`src/rtl/fp16_mac_pkg.sv`:
```
// Shared definitions for the FP16 multiply-accumulate sequencer: FSM states,
// FP16 field positions and constants, and small field helpers.
package fp16_mac_pkg;

  typedef enum logic [2:0] {
    ST_IDLE  = 3'd0,
    ST_FETCH = 3'd1,
    ST_ISSUE = 3'd2,
    ST_WAIT  = 3'd3,
    ST_DONE  = 3'd4
  } state_e;

  localparam logic [4:0]  FP16_EXP_INF  = 5'h1F;
  localparam logic [15:0] FP16_ZERO     = 16'h0000;
  localparam int          FP16_EXP_MSB  = 14;
  localparam int          FP16_EXP_LSB  = 10;
  localparam int          FP16_MANT_MSB = 9;
  localparam int          FP16_MANT_LSB = 0;

  function automatic logic [4:0] fp16_exp(input logic [15:0] v);
    return v[FP16_EXP_MSB:FP16_EXP_LSB];
  endfunction

  function automatic logic [9:0] fp16_mant(input logic [15:0] v);
    return v[FP16_MANT_MSB:FP16_MANT_LSB];
  endfunction

  function automatic logic fp16_exp_is_max(input logic [15:0] v);
    return fp16_exp(v) == FP16_EXP_INF;
  endfunction

endpackage

```
`src/rtl/fp16_dot_seq.sv`:
```
// Dot-product sequencer: issues operand pairs one at a time to the FP16 MAC
// datapath, feeds each result back as the next accumulator, presents the sum.
module fp16_dot_seq
  import fp16_mac_pkg::*;
#(
  parameter int LAT   = 3,
  parameter int LEN_W = 8
) (
  input  logic             clk,
  input  logic             rst,
  input  logic             start,
  input  logic [LEN_W-1:0] cfg_len,
  output logic             busy,
  input  logic             in_valid,
  output logic             in_ready,
  input  logic [15:0]      in_a,
  input  logic [15:0]      in_b,
  output logic             mac_issue,
  output logic [15:0]      mac_a,
  output logic [15:0]      mac_b,
  output logic [15:0]      mac_acc,
  input  logic [15:0]      mac_res,
  output logic             out_valid,
  input  logic             out_ready,
  output logic [15:0]      out_data,
  output logic             out_ovf
);

  localparam int WCW = (LAT > 1) ? $clog2(LAT) : 1;

  state_e           r_state;
  logic [LEN_W-1:0] r_remaining;
  logic [WCW-1:0]   r_wcnt;
  logic [15:0]      r_acc;
  logic             r_first;
  logic             r_busy;
  logic             r_in_ready;
  logic             r_mac_issue;
  logic [15:0]      r_mac_a;
  logic [15:0]      r_mac_b;
  logic [15:0]      r_mac_acc;
  logic             r_out_valid;
  logic [15:0]      r_out_data;
  logic             r_out_ovf;

  logic w_in_hs;
  logic w_last;
  logic w_wait_done;

  assign w_in_hs     = in_valid && r_in_ready;
  assign w_last      = (r_remaining == LEN_W'(1));
  assign w_wait_done = (r_wcnt == WCW'(0));

  // Sequencer FSM; every output is a register updated alongside the state.
  always_ff @(posedge clk or posedge rst) begin
    if (rst) begin
      r_state     <= ST_IDLE;
      r_remaining <= '0;
      r_wcnt      <= '0;
      r_acc       <= FP16_ZERO;
      r_first     <= 1'b0;
      r_busy      <= 1'b0;
      r_in_ready  <= 1'b0;
      r_mac_issue <= 1'b0;
      r_mac_a     <= FP16_ZERO;
      r_mac_b     <= FP16_ZERO;
      r_mac_acc   <= FP16_ZERO;
      r_out_valid <= 1'b0;
      r_out_data  <= FP16_ZERO;
      r_out_ovf   <= 1'b0;
    end else begin
      r_mac_issue <= 1'b0;
      case (r_state)
        ST_IDLE: begin
          if (start) begin
            r_remaining <= cfg_len;
            r_acc       <= FP16_ZERO;
            r_out_ovf   <= 1'b0;
            r_first     <= 1'b1;
            r_out_data  <= FP16_ZERO;
            r_busy      <= 1'b1;
            if (cfg_len == '0) begin
              r_state     <= ST_DONE;
              r_out_valid <= 1'b1;
            end else begin
              r_state    <= ST_FETCH;
              r_in_ready <= 1'b1;
            end
          end
        end
        ST_FETCH: begin
          if (w_in_hs) begin
            r_mac_a     <= in_a;
            r_mac_b     <= in_b;
            r_mac_acc   <= r_first ? FP16_ZERO : r_acc;
            r_in_ready  <= 1'b0;
            r_mac_issue <= 1'b1;
            r_state     <= ST_ISSUE;
          end
        end
        ST_ISSUE: begin
          r_wcnt  <= WCW'(LAT - 1);
          r_state <= ST_WAIT;
        end
        ST_WAIT: begin
          // The datapath result is only trusted on the final wait cycle.
          if (w_wait_done) begin
            r_acc       <= mac_res;
            r_remaining <= r_remaining - LEN_W'(1);
            r_first     <= 1'b0;
            r_out_ovf   <= r_out_ovf | fp16_exp_is_max(mac_res);
            if (w_last) begin
              r_state     <= ST_DONE;
              r_out_valid <= 1'b1;
              r_out_data  <= mac_res;
            end else begin
              r_state    <= ST_FETCH;
              r_in_ready <= 1'b1;
            end
          end else begin
            r_wcnt <= r_wcnt - WCW'(1);
          end
        end
        ST_DONE: begin
          if (out_ready) begin
            r_out_valid <= 1'b0;
            r_busy      <= 1'b0;
            r_state     <= ST_IDLE;
          end
        end
        default: begin
          r_state     <= ST_IDLE;
          r_busy      <= 1'b0;
          r_in_ready  <= 1'b0;
          r_out_valid <= 1'b0;
        end
      endcase
    end
  end

  assign busy      = r_busy;
  assign in_ready  = r_in_ready;
  assign mac_issue = r_mac_issue;
  assign mac_a     = r_mac_a;
  assign mac_b     = r_mac_b;
  assign mac_acc   = r_mac_acc;
  assign out_valid = r_out_valid;
  assign out_data  = r_out_data;
  assign out_ovf   = r_out_ovf;

endmodule

```
`config.mk`:
```
export PLATFORM = sky130hd
export DESIGN_NAME = fp16_dot_seq
export DESIGN_NICKNAME = d
export VERILOG_FILES = /design/src/rtl/fp16_mac_pkg.sv /design/src/rtl/fp16_dot_seq.sv
export SDC_FILE = /design/constraint.sdc
export NUM_CORES = 1
export LEC_CHECK = 0
export CAP_MARGIN = 20
export CORE_UTILIZATION = 44
export CTS_BUF_LIST = sky130_fd_sc_hd__clkbuf_4 sky130_fd_sc_hd__clkbuf_8
export DETAILED_ROUTE_END_ITERATION = 8
export PLACE_DENSITY = 0.79
export SLEW_MARGIN = 25
export SYNTH_ARGS = -nofsm -noshare
export SYNTH_HDL_FRONTEND = slang
export SYNTH_SLANG_ARGS = --single-unit
```
`constraint.sdc`:
```
create_clock -name clk -period 2.9 [get_ports clk]
set_input_delay 0.29 -clock clk [delete_from_list [all_inputs] [get_ports clk]]
set_output_delay 0.29 -clock clk [all_outputs]
set_load 0.02 [all_outputs]
```
==> flow_metrics.tcl <==
set metrics [dict create \
    timing.final.max_slew_violations 0 \
    wl_per_cell_um 15.1 \
    synth_xor_area_frac 0 \
    worst_slew_pin_slew_ns 0.727 \
    synth.cell_area_um2 4300 \
    cts_resized 0 \
    slew_headroom 0.516 \
    drive_gt1_frac 0.159 \
    hold_slack_ns 0.307 \
    clk_path_buf_depth 2 \
    syn-num-nets 429 \
    grt_util_all_layers 0.193 \
    r2r_end "out_data[4]" \
    syn_inst 365 \
    nets 551 \
    async_reset_ff_frac 1.00 \
    pre_cts_slack_ns 0.530 \
    synth-main-ff-cell "dfrtp_1" \
    grt_pass1_wl_um 15100 \
    power_mw 6.13 \
    required_ns 3.16 \
    hold_buffers 0 \
    dieWidth_um 101 \
    timing.final.crit_share 0.759 \
    synth_cell_type_count 44 \
    syn_avg_cell_area_um2 11.8 \
    vias_per_cell 5.11 \
    synth_common_cells "dfrtp_1 (99), mux2_2 (51), o21ai_0 (42), inv_1 (24), nand2_1 (22)" \
    num_rows 35 \
    place_congestion 0.833 \
    grt_pass1_vias 3127 \
    critPathLaunch "r_state[2]" \
    clock-sinks 99 \
    drc 0 \
    p_per_area_nw_per_um2 1040 \
    ff2ff_path_depth 5 \
    hpwlAfterDp_um 6630 \
    path_cells "nand3b_1 > a31oi_2 > buf_4 > o21ai_0 > o31ai_1" \
    ir_worst_vdd_mv 0.354 \
    grt_max_degree 62 \
    cts_made_buffers 9 \
    path_class "flop to flop" \
    path_max_fanout 15 \
    htreeDepth 3 \
    insertedDiodeCount 0 \
    vias 3171 \
    fillerInstances 754 \
    synth_seq_cells 99 \
    r2r_slack_ns 0.70 \
    tritoncts "done" \
    yosysTopAreaCell "dfrtp_1" \
    drt_iter0_markers 145 \
    grt-ovfl-total 0 \
    synth_mux_area_frac 0.136 \
    synth_top_family_by_area "multiplexers" \
    synth_area_leaders "dfrtp_1 (58%), mux2_2 (13%), o21ai_0 (4.9%)" \
    max_freq_ghz 0.454 \
    coreArea_um2 9370 \
    cap_violations 0 \
    start_util 0.459 \
    synth_top_cell_area_share 0.576 \
    fin_cells 621 \
    clk_pin_slew_ns 0.10 \
    hold_class "input pin to async pin" \
    final_antenna_net_count 0 \
    critPathSlowestCell "dfrtp_1" \
    clock_latency_ns 0.37 \
    port_buffers 129 \
    design.die.area_um2 10200 \
    antenna_found_initial 0 \
    yosysWarnings 0 \
    synth_seq_area_share 0.576 \
    crit_path_end_kind "flop" \
    synth-compound-area-share 0.121 \
    synth_edf_count 0 \
    syn_to_final_growth_pct 37.1 \
    place_inst 605 \
    fin_setup_tns_ns 0 \
    boundaryPins 130 \
    cellLeakagePower_nw 2.46 \
    fin_worst_skew_ns 0.0102 \
    synthAdderAreaFrac 0.00873 \
    timing.rr.start "r_state[2]" \
    setup_violations 0 \
    hold_viol 0 \
    worst_setup_path_start_kind "flop" \
    wirelength_um 9350 \
    critical_path.endpoint "out_data[4]" \
    firstDrtPassIters 4 \
    min_period_ns 2.20 \
    seq_area_um2 2480 \
    multiInputGateArea_um2 1620 \
    root_buffer "clkbuf_8" \
    status "completed" \
    setup_slack_ns 0.697 \
    synth-simple-area-share 0.112 \
    arrival_ns 2.47 \
    slowest_delay_ns 0.56 \
    yosysMostFrequentCell "dfrtp_1" \
    rsz0062_at_grt "false" \
    die-height_um 101 \
    postCtsSetupBuffers 0 \
]
## layout make-up
class | instances | area share
clock buffers | 10 | 0.0233
clock inverters | 6 | 0.00997
inverters | 24 | 0.0157
multi-input cells | 220 | 0.275
flip-flops and latches | 99 | 0.420
well taps | 129 | 0.0274
repair buffers | 133 | 0.228
## cell usage in the layout, fill, tap and decap left out, drive strengths merged, types with 8 or more instances in the layout
cell type	instances
dfrtp	99
nand2	22
nor2	8
nor3	8
clkbuf	10
mux2	51
inv	26
and2	9
clkdlybuf4s50	129
o21ai	42
a21oi	8
nand3b	17
## worst max-delay path, delay by kind of cell, from the launching register on
family	cells	cell delay [ns]
AO/OA/AOI/OAI	3	0.73
buffers and inverters	1	0.27
flip-flops	1	0.56
AND/OR/NAND/NOR	1	0.54
## metrics by stage
stage / util / area, µm²
4_1_cts: 0.629 / 5900
6_report: 0.629 / 5900
3_3_place_gp: 0.608 / 5700
2_1_floorplan: - / 4300
3_5_place_dp: 0.608 / 5700
5_1_grt: 0.629 / 5900
## cell families (layout without fill, tap and decap cells)
family                   Yosys count  in the layout
buffers and inverters             46            173
multiplexers                      52             52
AND/OR/NAND/NOR                   83             83
adder cells (fa/ha/maj)            3              3
AO/OA/AOI/OAI                     82             82
flip-flops                        99             99
## where the power goes
group          switching [mW]  internal, mW  total, mW
combinational            1.45          1.47       2.92
clock                   0.509         0.352      0.861
sequential              0.387          1.96       2.35
## state kept, by name, summed over array words and instances (netlist names)
name,flops
busy,1
in_ready,1
mac_a,16
mac_acc,16
mac_b,16
mac_issue,1
out_data,16
out_ovf,1
out_valid,1
r_acc,16
r_first,1
r_remaining,8
r_state,3
r_wcnt,2
## per-layer routing
metal,vias to the layer above,GRT usage,routed length [µm]
li1,1537,-,-
met1,1515,0.255,4320
met2,109,0.310,4240
met3,10,0.0520,705
met4,0,0.0635,82
met5,-,0,0
## worst min-delay path by stage
| stage | startpoint | to | slack, ns | depth (start not counted) |
|---|---|---|---|---|
| 3_3_place_gp | r_acc[14] | r_acc[14] | 0.47 | 2 |
| 2_1_floorplan | mac_res[0] | out_data[0] | 0.44 | 2 |
| 3_5_place_dp | r_acc[13] | r_acc[13] | 0.47 | 2 |
| 6_report | rst | mac_b[15] | 0.31 | 2 |
| 4_1_cts | rst | mac_acc[2] | 0.31 | 2 |
| 5_1_grt | rst | mac_a[6] | 0.34 | 2 |
Power figures use the tool's default switching activity.
